<file path="src/rtl/merge2_arb_if.sv">
// Handshake bundle for the two-input merge: two packet inputs, select-token
// output, merged packet output and the forwarded-packet counter.
interface merge2_arb_if #(
    parameter int unsigned W     = 9,
    parameter int unsigned CNT_W = 8
);
    // Input 0 packet channel
    logic [W-1:0]     in0_data;
    logic             in0_valid;
    logic             in0_ready;

    // Input 1 packet channel
    logic [W-1:0]     in1_data;
    logic             in1_valid;
    logic             in1_ready;

    // Select token channel
    logic             s_data;
    logic             s_valid;
    logic             s_ready;

    // Merged packet channel
    logic [W-1:0]     out_data;
    logic             out_valid;
    logic             out_ready;

    // Forwarded-packet count
    logic [CNT_W-1:0] pkt_count;

    // Merge block side
    modport slave (
        input  in0_data,
        input  in0_valid,
        output in0_ready,
        input  in1_data,
        input  in1_valid,
        output in1_ready,
        output s_data,
        output s_valid,
        input  s_ready,
        output out_data,
        output out_valid,
        input  out_ready,
        output pkt_count
    );

    // Producer/consumer side
    modport master (
        output in0_data,
        output in0_valid,
        input  in0_ready,
        output in1_data,
        output in1_valid,
        input  in1_ready,
        input  s_data,
        input  s_valid,
        output s_ready,
        input  out_data,
        input  out_valid,
        output out_ready,
        input  pkt_count
    );
endinterface

</file>
<file path="src/rtl/merge2_arb.sv">
// Two-input round-robin packet merge. Accepts one packet from In0 or In1,
// optionally announces the winning index on the S token channel, then forwards
// the packet on Out. Priority flips to the other input after each delivery.
module merge2_arb #(
    parameter int unsigned W        = 9,
    parameter int unsigned SEND_SEL = 1,
    parameter int unsigned CNT_W    = 8
) (
    input  logic         clk,
    input  logic         rst_n,
    merge2_arb_if.slave  bus
);

    localparam logic [1:0] ST_IDLE   = 2'b00;
    localparam logic [1:0] ST_SEND_S = 2'b01;
    localparam logic [1:0] ST_SEND_D = 2'b10;

    logic [1:0]       state_q,     state_d;
    logic             prio_q,      prio_d;
    logic             sel_q,       sel_d;
    logic [W-1:0]     hold_q,      hold_d;
    logic             s_valid_q,   s_valid_d;
    logic             s_data_q,    s_data_d;
    logic             out_valid_q, out_valid_d;
    logic [W-1:0]     out_data_q,  out_data_d;
    logic [CNT_W-1:0] cnt_q,       cnt_d;

    logic             any_valid_c;
    logic             grant_c;
    logic             accept_c;
    logic [W-1:0]     in_data_c;

    // Arbitration: sole valid input wins, otherwise the priority holder wins
    always_comb begin
        any_valid_c = bus.in0_valid | bus.in1_valid;
        if (bus.in0_valid && bus.in1_valid) begin
            grant_c = prio_q;
        end else begin
            grant_c = bus.in1_valid;
        end
        in_data_c = grant_c ? bus.in1_data : bus.in0_data;
        accept_c  = rst_n && (state_q == ST_IDLE) && any_valid_c;
    end

    assign bus.in0_ready = accept_c && !grant_c;
    assign bus.in1_ready = accept_c &&  grant_c;

    // Next-state and registered-output computation
    always_comb begin
        state_d     = state_q;
        prio_d      = prio_q;
        sel_d       = sel_q;
        hold_d      = hold_q;
        s_valid_d   = s_valid_q;
        s_data_d    = s_data_q;
        out_valid_d = out_valid_q;
        out_data_d  = out_data_q;
        cnt_d       = cnt_q;

        case (state_q)
            ST_IDLE: begin
                if (accept_c) begin
                    hold_d = in_data_c;
                    sel_d  = grant_c;
                    if (SEND_SEL != 0) begin
                        state_d   = ST_SEND_S;
                        s_valid_d = 1'b1;
                        s_data_d  = grant_c;
                    end else begin
                        // No token phase: packet goes straight to the output
                        state_d     = ST_SEND_D;
                        out_valid_d = 1'b1;
                        out_data_d  = in_data_c;
                    end
                end
            end

            ST_SEND_S: begin
                if (bus.s_ready) begin
                    state_d     = ST_SEND_D;
                    s_valid_d   = 1'b0;
                    out_valid_d = 1'b1;
                    out_data_d  = hold_q;
                end
            end

            ST_SEND_D: begin
                if (bus.out_ready) begin
                    state_d     = ST_IDLE;
                    out_valid_d = 1'b0;
                    cnt_d       = cnt_q + CNT_W'(1);
                    prio_d      = ~sel_q;
                end
            end

            default: begin
                state_d     = ST_IDLE;
                s_valid_d   = 1'b0;
                out_valid_d = 1'b0;
            end
        endcase
    end

    // State and output registers; reset discards any in-flight packet
    always_ff @(posedge clk or negedge rst_n) begin
        if (!rst_n) begin
            state_q     <= ST_IDLE;
            prio_q      <= 1'b0;
            sel_q       <= 1'b0;
            hold_q      <= '0;
            s_valid_q   <= 1'b0;
            s_data_q    <= 1'b0;
            out_valid_q <= 1'b0;
            out_data_q  <= '0;
            cnt_q       <= '0;
        end else begin
            state_q     <= state_d;
            prio_q      <= prio_d;
            sel_q       <= sel_d;
            hold_q      <= hold_d;
            s_valid_q   <= s_valid_d;
            s_data_q    <= s_data_d;
            out_valid_q <= out_valid_d;
            out_data_q  <= out_data_d;
            cnt_q       <= cnt_d;
        end
    end

    assign bus.s_valid   = s_valid_q;
    assign bus.s_data    = s_data_q;
    assign bus.out_valid = out_valid_q;
    assign bus.out_data  = out_data_q;
    assign bus.pkt_count = cnt_q;

endmodule

</file>
<file path="src/flat_wrapper.sv">
// flat-port wrapper written by rule: the top's interface ports become plain ports
module merge2_arb_flat 
#(
    parameter int unsigned W        = 9,
    parameter int unsigned SEND_SEL = 1,
    parameter int unsigned CNT_W    = 8
)
  (clk, rst_n, bus_in0_data, bus_in0_valid, bus_in0_ready, bus_in1_data, bus_in1_valid, bus_in1_ready, bus_s_data, bus_s_valid, bus_s_ready, bus_out_data, bus_out_valid, bus_out_ready, bus_pkt_count);
  merge2_arb_if #(.W(W), .CNT_W(CNT_W)) bus_i ();
  input  logic clk;
  input  logic rst_n;
  input wire logic [$bits(bus_i.in0_data)-1:0] bus_in0_data;
  input wire logic [$bits(bus_i.in0_valid)-1:0] bus_in0_valid;
  output wire logic [$bits(bus_i.in0_ready)-1:0] bus_in0_ready;
  input wire logic [$bits(bus_i.in1_data)-1:0] bus_in1_data;
  input wire logic [$bits(bus_i.in1_valid)-1:0] bus_in1_valid;
  output wire logic [$bits(bus_i.in1_ready)-1:0] bus_in1_ready;
  output wire logic [$bits(bus_i.s_data)-1:0] bus_s_data;
  output wire logic [$bits(bus_i.s_valid)-1:0] bus_s_valid;
  input wire logic [$bits(bus_i.s_ready)-1:0] bus_s_ready;
  output wire logic [$bits(bus_i.out_data)-1:0] bus_out_data;
  output wire logic [$bits(bus_i.out_valid)-1:0] bus_out_valid;
  input wire logic [$bits(bus_i.out_ready)-1:0] bus_out_ready;
  output wire logic [$bits(bus_i.pkt_count)-1:0] bus_pkt_count;
  assign bus_i.in0_data = bus_in0_data;
  assign bus_i.in0_valid = bus_in0_valid;
  assign bus_in0_ready = bus_i.in0_ready;
  assign bus_i.in1_data = bus_in1_data;
  assign bus_i.in1_valid = bus_in1_valid;
  assign bus_in1_ready = bus_i.in1_ready;
  assign bus_s_data = bus_i.s_data;
  assign bus_s_valid = bus_i.s_valid;
  assign bus_i.s_ready = bus_s_ready;
  assign bus_out_data = bus_i.out_data;
  assign bus_out_valid = bus_i.out_valid;
  assign bus_i.out_ready = bus_out_ready;
  assign bus_pkt_count = bus_i.pkt_count;
  merge2_arb #(.W(W), .SEND_SEL(SEND_SEL), .CNT_W(CNT_W)) u_core (.clk(clk), .rst_n(rst_n), .bus(bus_i));
endmodule
</file>
<file path="config.mk">
export PLATFORM = sky130hd
export DESIGN_NAME = merge2_arb_flat
export DESIGN_NICKNAME = d
export VERILOG_FILES = /design/src/rtl/merge2_arb_if.sv /design/src/rtl/merge2_arb.sv /design/src/flat_wrapper.sv
export SDC_FILE = /design/constraint.sdc
export NUM_CORES = 1
export LEC_CHECK = 0
export BUFFER_PORTS_ARGS = -buffer_cell sky130_fd_sc_hd__buf_2
export CAP_MARGIN = 20
export CORE_UTILIZATION = 31
export DETAILED_ROUTE_END_ITERATION = 12
export GPL_TIMING_DRIVEN = 0
export PLACE_DENSITY = 0.54
export RECOVER_POWER = 100
export SLEW_MARGIN = 10
export SYNTH_ARGS = -nofsm -noshare
export SYNTH_HDL_FRONTEND = slang
export SYNTH_SLANG_ARGS = --single-unit
</file>
<file path="constraint.sdc">
create_clock -name clk -period 1.7 [get_ports clk]
set_input_delay 0.34 -clock clk [delete_from_list [all_inputs] [get_ports clk]]
set_output_delay 0.34 -clock clk [all_outputs]
set_load 0.05 [all_outputs]
</file>
==> results by group, run 1 <==
Run status
  • Status: finished with violations
  • Failing checks: negative setup slack

Placement
  • Dpl hpwl: 2.560 mm
  • Gpl congestion: 0.7695
  • Port Buffers: 45

Pwr
  • Power per standard cell area: 1797 nW/um2
  • Maximum VDD drop: 0.8922 mV
  • Leak pwr: 0.8995 nW

Clocking
  • Clk slew on worst S/H paths: 0.07 ns
  • CTS tree: done
  • Worst-Skew Late Latency: 0.28 ns
  • Root buf cell: clkbuf_8
  • Total CTS buffers: 5
  • H-tree depth: 2
  • CTS max path bufs: 2
  • Clock tree sinks: 32

Yosys
  • Top FF cell, synth: dfrtp_1
  • Area of the mapped netlist: 1501 um2
  • Post-synth cell types: 32
  • Post-synth EDFFs: 0
  • Ys Warns: 0
  • Post-synth top area cell: dfrtp_1
  • Post-synth top area share: 53.33%
  • Synthesized net count: 157
  • Most area-consuming cells after synthesis: dfrtp_1, a31oi_1, mux2_2
  • Async set or reset register ratio after synthesis: 100.0%
  • Syn_area_per_cell: 11.37 um2
  • Mapped Cells: 132
  • Post-synthesis sequential area ratio: 53.33%
  • FF+latch count, synth: 32

STA
  • Final setup fails: 1
  • Highest Clock Rate: 0.5796 GHz
  • Fin Hold WS: 0.3319 ns
  • Worst slew margin: 47.54%
  • Pins Over Slew Limit: 0
  • Tmin final: 1.725 ns
  • Worst-Margin Slew: 0.7843 ns
  • Worst setup margin: -0.02519 ns
  • Fin. Hold Viols: 0
  • RSZ-0062 raised after global routing: yes
  • Worst Skew: 0.005393 ns
  • Crit share post-route: 101.5%

Routing
  • Initial drt markers: 122
  • Via-to-Cell Ratio: 5.177
  • Detailed Routing Iterations Pass 1: 4
  • DRC: 0
  • Final wirelength: 3.860 mm
  • Vias: 1,284
  • Drt wl/cell: 15.56 um
  • ANT nets after route: 0

Floorplanning
  • Initial Util: 33.33%
  • Die area: 5126 um2
  • Core area: 4504 um2
  • Die Y-Extent: 71.60 um
  • Chip Width: 71.60 um
  • Ports: 46
  • Cell Rows: 24

GRT
  • Pin count of the biggest net entering global routing: 18
  • GRT Overall Usage: 16.05%
  • Congestion Overflow GR: 0
  • First-pass GRT wire length: 6.210 mm
  • Vias in the first global route: 1,305
  • Initial antenna violation count: 0

Min path
  • HP Class: input pin to flop

Final layout
  • Final #Nets: 220
  • # diodes: 0
  • Commonest non-fill, non-tap cell in the layout: buf_2
  • Layout area overhead: 31.92%
  • Fraction of layout cells with a size suffix above 1: 36.73%
  • Most frequent cells in the layout: buf_2, dfrtp_1, a31oi_1
  • Core Util, Final: 43.97%

Job
  • Max Cap Viol: 0

Setup path
  • Crit path DAT: 1.39 ns
  • Startpoint types: flop
  • Critical Setup Path Class: flop to output pin
  • Delay of the slowest critical-path stage: 0.42 ns
  • Crit path cell chain: nor2b_4, and3_4, buf_6, and2_4, buf_8
  • CP max FO: 3
  • Nature of the critical path endpoint: output pin
  • CP Data Required Time: 1.36 ns
  • Critical path's slowest cell: dfrtp_1
==> cells by family (layout without fill, tap and decap cells) <==
group                    Yosys count  count (layout)  share of synthesized area [%]
flip-flops                        32              32                          53.33
AND/OR/NAND/NOR                   39              39                          17.50
buffers and inverters             10              74                          3.917
XOR/XNOR                           7               7                          4.083
adder cells (fa/ha/maj)            1               1                         0.8332
multiplexers                      10              10                          7.500
AO/OA/AOI/OAI                     33              33                          12.83
==> worst paths after layout <==
kind	endpoint	cells past startpoint	slack, ns	start
setup reg to reg	u_core.hold_q[6]$_DFFE_PN0P_	6	0.10	u_core.state_q[0]$_DFFE_PN0P_
min in group asynchronous	u_core.bus.out_data[7]$_DFFE_PN0P_	3	0.77	rst_n
setup / recovery	bus_in1_ready	5	-0.03	u_core.state_q[0]$_DFFE_PN0P_
hold reg to reg	u_core.bus.pkt_count[7]$_DFFE_PN0P_	1	0.46	u_core.bus.pkt_count[7]$_DFFE_PN0P_
max in group asynchronous	u_core.state_q[1]$_DFFE_PN0P_	3	0.39	rst_n
hold / removal	u_core.hold_q[7]$_DFFE_PN0P_	3	0.33	bus_in0_data[7]
==> flip-flops by register name, summed over array words and instances (netlist names) <==
signal and cells:
u_core.state_q 2, u_core.bus.s_valid 1, u_core.bus.out_data 9, u_core.bus.out_valid 1
u_core.prio_q 1, u_core.bus.s_data 1, u_core.bus.pkt_count 8, u_core.hold_q 9
==> power by group <==
part           total, mW  internal (mW)  switching (mW)
clock              0.594          0.330           0.264
sequential          1.28           1.08           0.206
combinational       1.68          0.548            1.13
==> worst max-delay path: cells and delay by family, from the launching register on <==
kind,cells,cell delay (ns)
buffers and inverters,2,0.23
DFF,1,0.42
and+or+nand+nor,3,0.46
==> Yosys cell counts, types with 3 or more instances <==
master    number
mux2_2        10
xnor2_1        4
nand2_1        9
xor2_1         3
nor2_1         4
dfrtp_1       32
nand3b_1       9
o21ai_0       11
a31oi_1       18
nand4_1        3
==> through the flow <==
stage	cells	power [mW]	cell area, um2	worst slack, ns	setup TNS, ns
2_1_floorplan	132	2.530	1505	0.09346	0
3_3_place_gp	229	2.893	1795	-0.6721	-2.891
3_5_place_dp	229	2.938	1795	-0.6910	-3.247
4_1_cts	244	3.622	1989	-0.07669	-0.1061
5_1_grt	248	3.774	1981	-0.06617	-0.1493
6_report	248	3.559	1981	-0.02519	-0.02519
==> routing by layer <==
layer / part of all wire [%] / wire (um) / global-route usage, % / vias to the layer above
li1: - / - / - / 605
met1: 47 / 1822 / 21.52 / 638
met2: 48 / 1849 / 25.61 / 37
met3: 3.7 / 144 / 3.657 / 4
met4: 1.1 / 44 / 5.882 / 0
met5: 0 / 0 / 0 / -
==> final cells by class <==
cell class,count,area [um2]
well taps,52,65.06
inverters,3,15.01
flip-flops and latches,32,802.0
fillers,452,2524
plain buffers,6,38.79
multi-input cells,90,628.1
clock buffers,8,90.09
repair buffers,57,341.6
==> what timing repair did <==
| item | 4_1_cts | 5_1_grt |
|---|---|---|
| pin swaps | 1 | 0 |
| gates resized for setup | 11 | 2 |
| endpoints found under the hold margin | 32 | 0 |
| setup endpoints to repair | 2 | 2 |
| setup buffers | 4 | 5 |
| hold buffers | 3 | 0 |
(Power assumes the default switching activity.)
==> inputs of run 2 (changes only) <==
--- a/config.mk
+++ b/config.mk
@@ -12,6 +12,8 @@
 export GPL_TIMING_DRIVEN = 0
 export PLACE_DENSITY = 0.54
 export RECOVER_POWER = 100
+export REMOVE_ABC_BUFFERS = 1
+export SETUP_SLACK_MARGIN = 0.02
 export SLEW_MARGIN = 10
 export SYNTH_ARGS = -nofsm -noshare
 export SYNTH_HDL_FRONTEND = slang
==> results by group, run 2 (synthesis results as in run 1) <==
Placement
  • Post-DP Area: 1744 um2 (-2.9%)
  • Dpl hpwl: 2.348 mm (-8.3%)
  • Port Buffers: 45 (unchanged)
  • Gpl congestion: 0.7395 (-3.9%)

Floorplanning
  • Cell Rows: 24 (unchanged)
  • Die area: 5126 um2 (unchanged)
  • Initial Util: 33.33% (unchanged)
  • Core area: 4504 um2 (unchanged)
  • Chip Width: 71.60 um (unchanged)
  • Ports: 46 (unchanged)
  • Die Y-Extent: 71.60 um (unchanged)

Pwr
  • Overall Power: 3.406 mW (-4.3%)
  • Psw: 1.568 mW (-2.2%)
  • Power per standard cell area: 1779 nW/um2 (-0.99%)
  • Sequential Power Share: 37.9% (+1.8 points)
  • Sw Ratio: 46.04% (+0.97 points)
  • P_int: 1.838 mW (-6.0%)
  • Maximum VDD drop: 0.8499 mV (-4.7%)
  • Leak pwr: 0.8463 nW (-5.9%)
  • Combinational share of power: 47.5% (+0.2 points)
  • Clk network pwr share: 14.6% (-2.1 points)

STA
  • Tmin final: 1.649 ns (-0.07571 ns)
  • Pins Over Slew Limit: 0 (unchanged)
  • Worst-Margin Slew: 0.7796 ns (-0.004696 ns)
  • Highest Clock Rate: 0.6063 GHz (+4.6%)
  • Worst slew margin: 48.03% (+0.49 points)
  • Crit share post-route: 97.03% (-4.5 points)
  • Fin Hold WS: 0.3401 ns (+0.008266 ns)
  • Worst Skew: 0.004906 ns (-0.0004865 ns)
  • RSZ-0062 raised after global routing: yes
  • Fin. Hold Viols: 0 (unchanged)
  • Final setup fails: 0 (-1)

Setup path
  • Startpoint types: flop
  • Nature of the critical path endpoint: output pin
  • CP max FO: 3 (unchanged)
  • Critical Setup Path Class: flop to output pin
  • Crit path DAT: 1.31 ns (-0.08 ns)
  • CP Data Required Time: 1.36 ns (about the same)

GRT
  • Congestion Overflow GR: 0 (unchanged)
  • First-pass GRT wire length: 5.802 mm (-6.6%)
  • Vias in the first global route: 1,199 (-8.1%)
  • GRT Overall Usage: 15.03% (-1.0 points)
  • Pin count of the biggest net entering global routing: 33 (+15)
  • Initial antenna violation count: 0 (unchanged)

Routing
  • Final wirelength: 3.564 mm (-7.7%)
  • Vias: 1,237 (-3.7%)
  • Via-to-Cell Ratio: 5.176 (about the same)
  • Drt wl/cell: 14.91 um (-4.2%)
  • Detailed Routing Iterations Pass 1: 4 (unchanged)
  • DRC: 0 (unchanged)
  • ANT nets after route: 0 (unchanged)
  • Initial drt markers: 52 (-57%)

Clocking
  • Clock tree sinks: 32 (unchanged)
  • H-tree depth: 2 (unchanged)
  • Total CTS buffers: 5 (unchanged)
  • CTS max path bufs: 2 (unchanged)
  • CTS tree: done
  • Clk slew on worst S/H paths: 0.06 ns (about the same)
  • Root buf cell: clkbuf_8
  • Worst-Skew Late Latency: 0.27 ns (about the same)

Final layout
  • Commonest non-fill, non-tap cell in the layout: dfrtp_1
  • Most frequent cells in the layout: dfrtp_1, buf_2, clkbuf_1
  • # diodes: 0 (unchanged)
  • Final #Nets: 214 (-2.7%)
  • Fraction of layout cells with a size suffix above 1: 33.16% (-3.6 points)
  • Final Instance Area: 1914 um2 (-3.3%)
  • Layout area overhead: 27.50%

Job
  • Max Cap Viol: 0 (unchanged)

Min path
  • HP Class: input pin to flop

Run status
  • Status: completed
## run 2: cell count changes in the layout (fill, tap and decap cells not counted), sizes merged
cell and change:
clkbuf +8, dlygate4sd3 -1, buf -16
## run 2: worst paths after layout
path | startpoint | end | slack (ns) | cells after the start
setup / recovery | u_core.state_q[0]$_DFFE_PN0P_ | bus_in1_ready | 0.05 | 4
hold / removal | bus_in0_data[0] | u_core.hold_q[0]$_DFFE_PN0P_ | 0.34 | 3
setup reg to reg | u_core.state_q[0]$_DFFE_PN0P_ | u_core.bus.s_data$_DFFE_PN0P_ | 0.09 | 4
hold reg to reg | u_core.bus.pkt_count[7]$_DFFE_PN0P_ | u_core.bus.pkt_count[7]$_DFFE_PN0P_ | 0.48 | 1
max in group asynchronous | rst_n | u_core.state_q[0]$_DFFE_PN0P_ | 0.27 | 3
min in group asynchronous | rst_n | u_core.hold_q[0]$_DFFE_PN0P_ | 0.88 | 3
## run 2: metal layers
layer  vias to the layer above  part of all wire [%]  track usage (%)
met3                         6                   5.0            3.657
li1                        590                     -                -
met4                         0                   1.8            6.536
met5                         -                     0                0
met2                        37                    49            24.44
met1                       604                    44            19.17
## run 2: repair_timing
action,CTS,global route
pin swaps,2,0
endpoints found under the hold margin,32,0
setup endpoints to repair,12,2
hold buffers,2,0
buffers inserted,7,3
gates resized for setup,12,6
## run 2: critical path, stage by stage, from the launching register on
cell	delay, ns
dfrtp_2	0.42
nor2b_4	0.12
and3_4	0.20
and2_1	0.14
buf_6	0.16
## run 2: metrics by stage
stage	instances	utilization (%)	worst slack [ns]	setup TNS [ns]
6_report	239	42.50	0.05052	0
5_1_grt	239	42.50	0.007944	0
4_1_cts	236	42.83	0.006401	0
3_5_place_dp	222	38.72	-0.9568	-7.000
3_3_place_gp	222	38.72	-0.9318	-6.480
2_1_floorplan	125	-	-0.4508	-0.6046
## run 2: layout make-up
cell class	instances	area, um2
Sequential cell	32	803.3
Inverter	3	20.02
Tap cell	52	65.06
Timing Repair Buffer	57	299.0
Fill cell	450	2590
Multi-Input combinational cell	90	658.1
Clock buffer	5	68.82
## run 2: power groups by stage
stage | Clock, mW | Sequential (mW) | Combinational, mW
after floorplan | 0 | 1.91 | 0.558
after global placement | 0 | 1.30 | 1.53
after detailed placement | 0 | 1.32 | 1.55
after CTS | 0.516 | 1.29 | 1.68
after global routing | 0.556 | 1.34 | 1.73
final | 0.497 | 1.29 | 1.62
==> inputs of run 3 (changes only) <==
--- a/config.mk
+++ b/config.mk
@@ -5,7 +5,7 @@
 export SDC_FILE = /design/constraint.sdc
 export NUM_CORES = 1
 export LEC_CHECK = 0
-export BUFFER_PORTS_ARGS = -buffer_cell sky130_fd_sc_hd__buf_2
+export BUFFER_PORTS_ARGS = -buffer_cell sky130_fd_sc_hd__buf_4
 export CAP_MARGIN = 20
 export CORE_UTILIZATION = 31
 export DETAILED_ROUTE_END_ITERATION = 12
==> results by group, run 3 (synthesis results as in run 1) <==
Min path
  • Hold path cells: 3 (unchanged)
  • Worst Hold End: u_core.hold_q[0]$_DFFE_PN0P_
  • Worst min-delay path startpoint: bus_in0_data[0]
  • HP Class: input pin to flop

Final layout
  • Core Util, Final: 45.47% (+3.0 points)
  • Layout area overhead: 36.42%
  • Most frequent cells in the layout: buf_4, dfrtp_1, a31oi_1
  • Commonest non-fill, non-tap cell in the layout: buf_4
  • # diodes: 0 (unchanged)
  • Fraction of layout cells with a size suffix above 1: 40.21% (+7.1 points)
  • Number of fillers in the final layout: 453 (+0.67%)
  • Final cell count without fillers: 241 (+0.84%)
  • Final #Nets: 213 (-0.47%)

STA
  • Pins Over Slew Limit: 0 (unchanged)
  • Fin. Hold Viols: 0 (unchanged)
  • Crit share post-route: 99.42% (+2.4 points)
  • Tmin final: 1.690 ns (+0.04069 ns)
  • RSZ-0062 raised after global routing: yes
  • Final setup fails: 0 (unchanged)
  • Worst Skew: 0.009178 ns (+0.004271 ns)
  • Worst-Margin Slew: 0.8004 ns (+0.02080 ns)
  • Worst slew margin: 46.64% (-1.4 points)
  • Highest Clock Rate: 0.5917 GHz (-2.4%)

Routing
  • Initial drt markers: 43 (-17%)
  • Drt wl/cell: 14.69 um (-1.5%)
  • Final wirelength: 3.540 mm (-0.67%)
  • Vias: 1,234 (-0.24%)
  • Via-to-Cell Ratio: 5.120 (-1.1%)
  • Detailed Routing Iterations Pass 1: 4 (unchanged)
  • DRC: 0 (unchanged)
  • ANT nets after route: 0 (unchanged)

Placement
  • Gpl congestion: 0.7005 (-5.3%)
  • Dpl cells: 222 (unchanged)
  • Dpl hpwl: 2.341 mm (-0.33%)
  • Port Buffers: 45 (unchanged)

GRT
  • Vias in the first global route: 1,215 (+1.3%)
  • Congestion Overflow GR: 0 (unchanged)
  • Initial antenna violation count: 0 (unchanged)
  • First-pass GRT wire length: 5.927 mm (+2.2%)
  • GRT Overall Usage: 15.38% (+0.35 points)
  • Pin count of the biggest net entering global routing: 33 (unchanged)

Setup path
  • Crit path DAT: 1.35 ns (+0.04 ns)
  • FF-to-FF End: u_core.bus.out_data[8]$_DFFE_PN0P_
  • Crit path cell chain: nor2b_4, and3_4, nor2b_4, buf_8
  • CP max FO: 4 (+1)
  • R2R cell count: 4 (unchanged)
  • R2R Setup Slk: 0.07 ns (-0.02 ns)
  • Delay of the slowest critical-path stage: 0.43 ns (about the same)
  • CP Data Required Time: 1.36 ns (about the same)
  • Nature of the critical path endpoint: output pin
  • WP buf/inv: 1 (unchanged)
  • Startpoint types: flop
  • CP most frequent cell: nor2b_4
  • Critical path's slowest cell: dfrtp_2
  • Critical Setup Path Class: flop to output pin
  • Reg2reg start: u_core.state_q[1]$_DFFE_PN0P_
  • Kind of cell with the highest combined delay on the critical path: simple AND/OR/NAND/NOR gates

Clocking
  • Clock tree sinks: 32 (unchanged)
  • Worst-Skew Late Latency: 0.29 ns (+0.02 ns)
  • CTS tree: done
  • CTS max path bufs: 2 (unchanged)
  • Total CTS buffers: 5 (unchanged)
  • H-tree depth: 2 (unchanged)
  • Clk slew on worst S/H paths: 0.07 ns (about the same)
  • Root buf cell: clkbuf_8

Floorplanning
  • Cell Rows: 24 (unchanged)
  • Initial Util: 33.33% (unchanged)
  • Die area: 5126 um2 (unchanged)
  • Ports: 46 (unchanged)
  • Core area: 4504 um2 (unchanged)
  • Die Y-Extent: 71.60 um (unchanged)
  • Chip Width: 71.60 um (unchanged)

Job
  • Max Cap Viol: 0 (unchanged)

Pwr
  • Leak pwr: 0.9303 nW (+9.9%)
  • Overall Power: 3.756 mW (+10%)
  • Power per standard cell area: 1834 nW/um2 (+3.1%)
  • Maximum VDD drop: 1.014 mV (+19%)

Run status
  • Status: completed
[run 3: changes by cell type in the layout (fill, tap and decap cells not counted), moves of 2 or more]
cell and change:
buf_2 -21, buf_8 +3, clkbuf_1 -14, clkbuf_2 -2
buf_4 +37, buf_6 -2
[run 3: layer usage]
layer,share of wire (%),vias to the layer above,global-route usage (%)
li1,-,590,-
met1,44,610,19.24
met2,49,27,25.08
met3,4.3,7,3.938
met4,2.0,0,7.190
met5,0,-,0
[run 3: worst register-to-register path, delay by kind of cell (launching register included)]
family	cells	cell delay (ns)
DFF	1	0.44
muxes	1	0.43
and+or+nand+nor	1	0.41
buffers and inverters	2	0.22
[run 3: stage by stage]
stage / worst slack, ns / instance area (um2) / hold slack [ns] / setup TNS, ns
2_1_floorplan: -0.4508 / 1454 / 0.04441 / -0.6046
3_3_place_gp: -0.6197 / 1857 / 0.2972 / -3.017
3_5_place_dp: -0.6581 / 1857 / 0.3056 / -3.384
4_1_cts: -0.002130 / 2083 / 0.3250 / -0.002130
5_1_grt: -0.05537 / 2048 / 0.3404 / -0.3035
6_report: 0.009833 / 2048 / 0.3313 / 0
[run 3: worst max-delay path by stage]
stage / from / end / slack (ns) / cells past startpoint
6_report: u_core.state_q[0]$_DFFE_PN0P_ / bus_in0_ready / 0.01 / 4
5_1_grt: u_core.state_q[0]$_DFFE_PN0P_ / bus_in0_ready / -0.06 / 4
4_1_cts: u_core.state_q[0]$_DFFE_PN0P_ / bus_in0_ready / -0.002 / 4
3_5_place_dp: rst_n / bus_in0_ready / -0.66 / 5
3_3_place_gp: rst_n / bus_in0_ready / -0.62 / 5
2_1_floorplan: u_core.state_q[0]$_DFFE_PN0P_ / bus_in0_ready / -0.45 / 3
[run 3: timing repair]
action / CTS / global route
buffers inserted: 6 / 3
gates cloned: 0 / 0
pin swaps: 1 / 1
hold buffers: 2 / 0
endpoints found under the setup margin: 3 / 2
resized for setup: 14 / 2
endpoints found under the hold margin: 32 / 0
[run 3: area by class of cell]
type                            count  area [um2]  area share [%]
Inverter                            3       16.27          0.7941
Timing Repair Buffer               56       420.4           20.53
Multi-Input combinational cell     90       635.6           31.03
Clock inverter                      2       35.03           1.710
Sequential cell                    32       803.3           39.22
Tap cell                           52       65.06           3.177
Clock buffer                        6       72.57           3.543
[run 3: power by group]
group          internal (mW)  total, mW  switching, mW
clock network          0.434      0.707          0.273
logic                  0.640       1.75           1.11
registers               1.08       1.30          0.216
total                   2.15       3.76           1.60
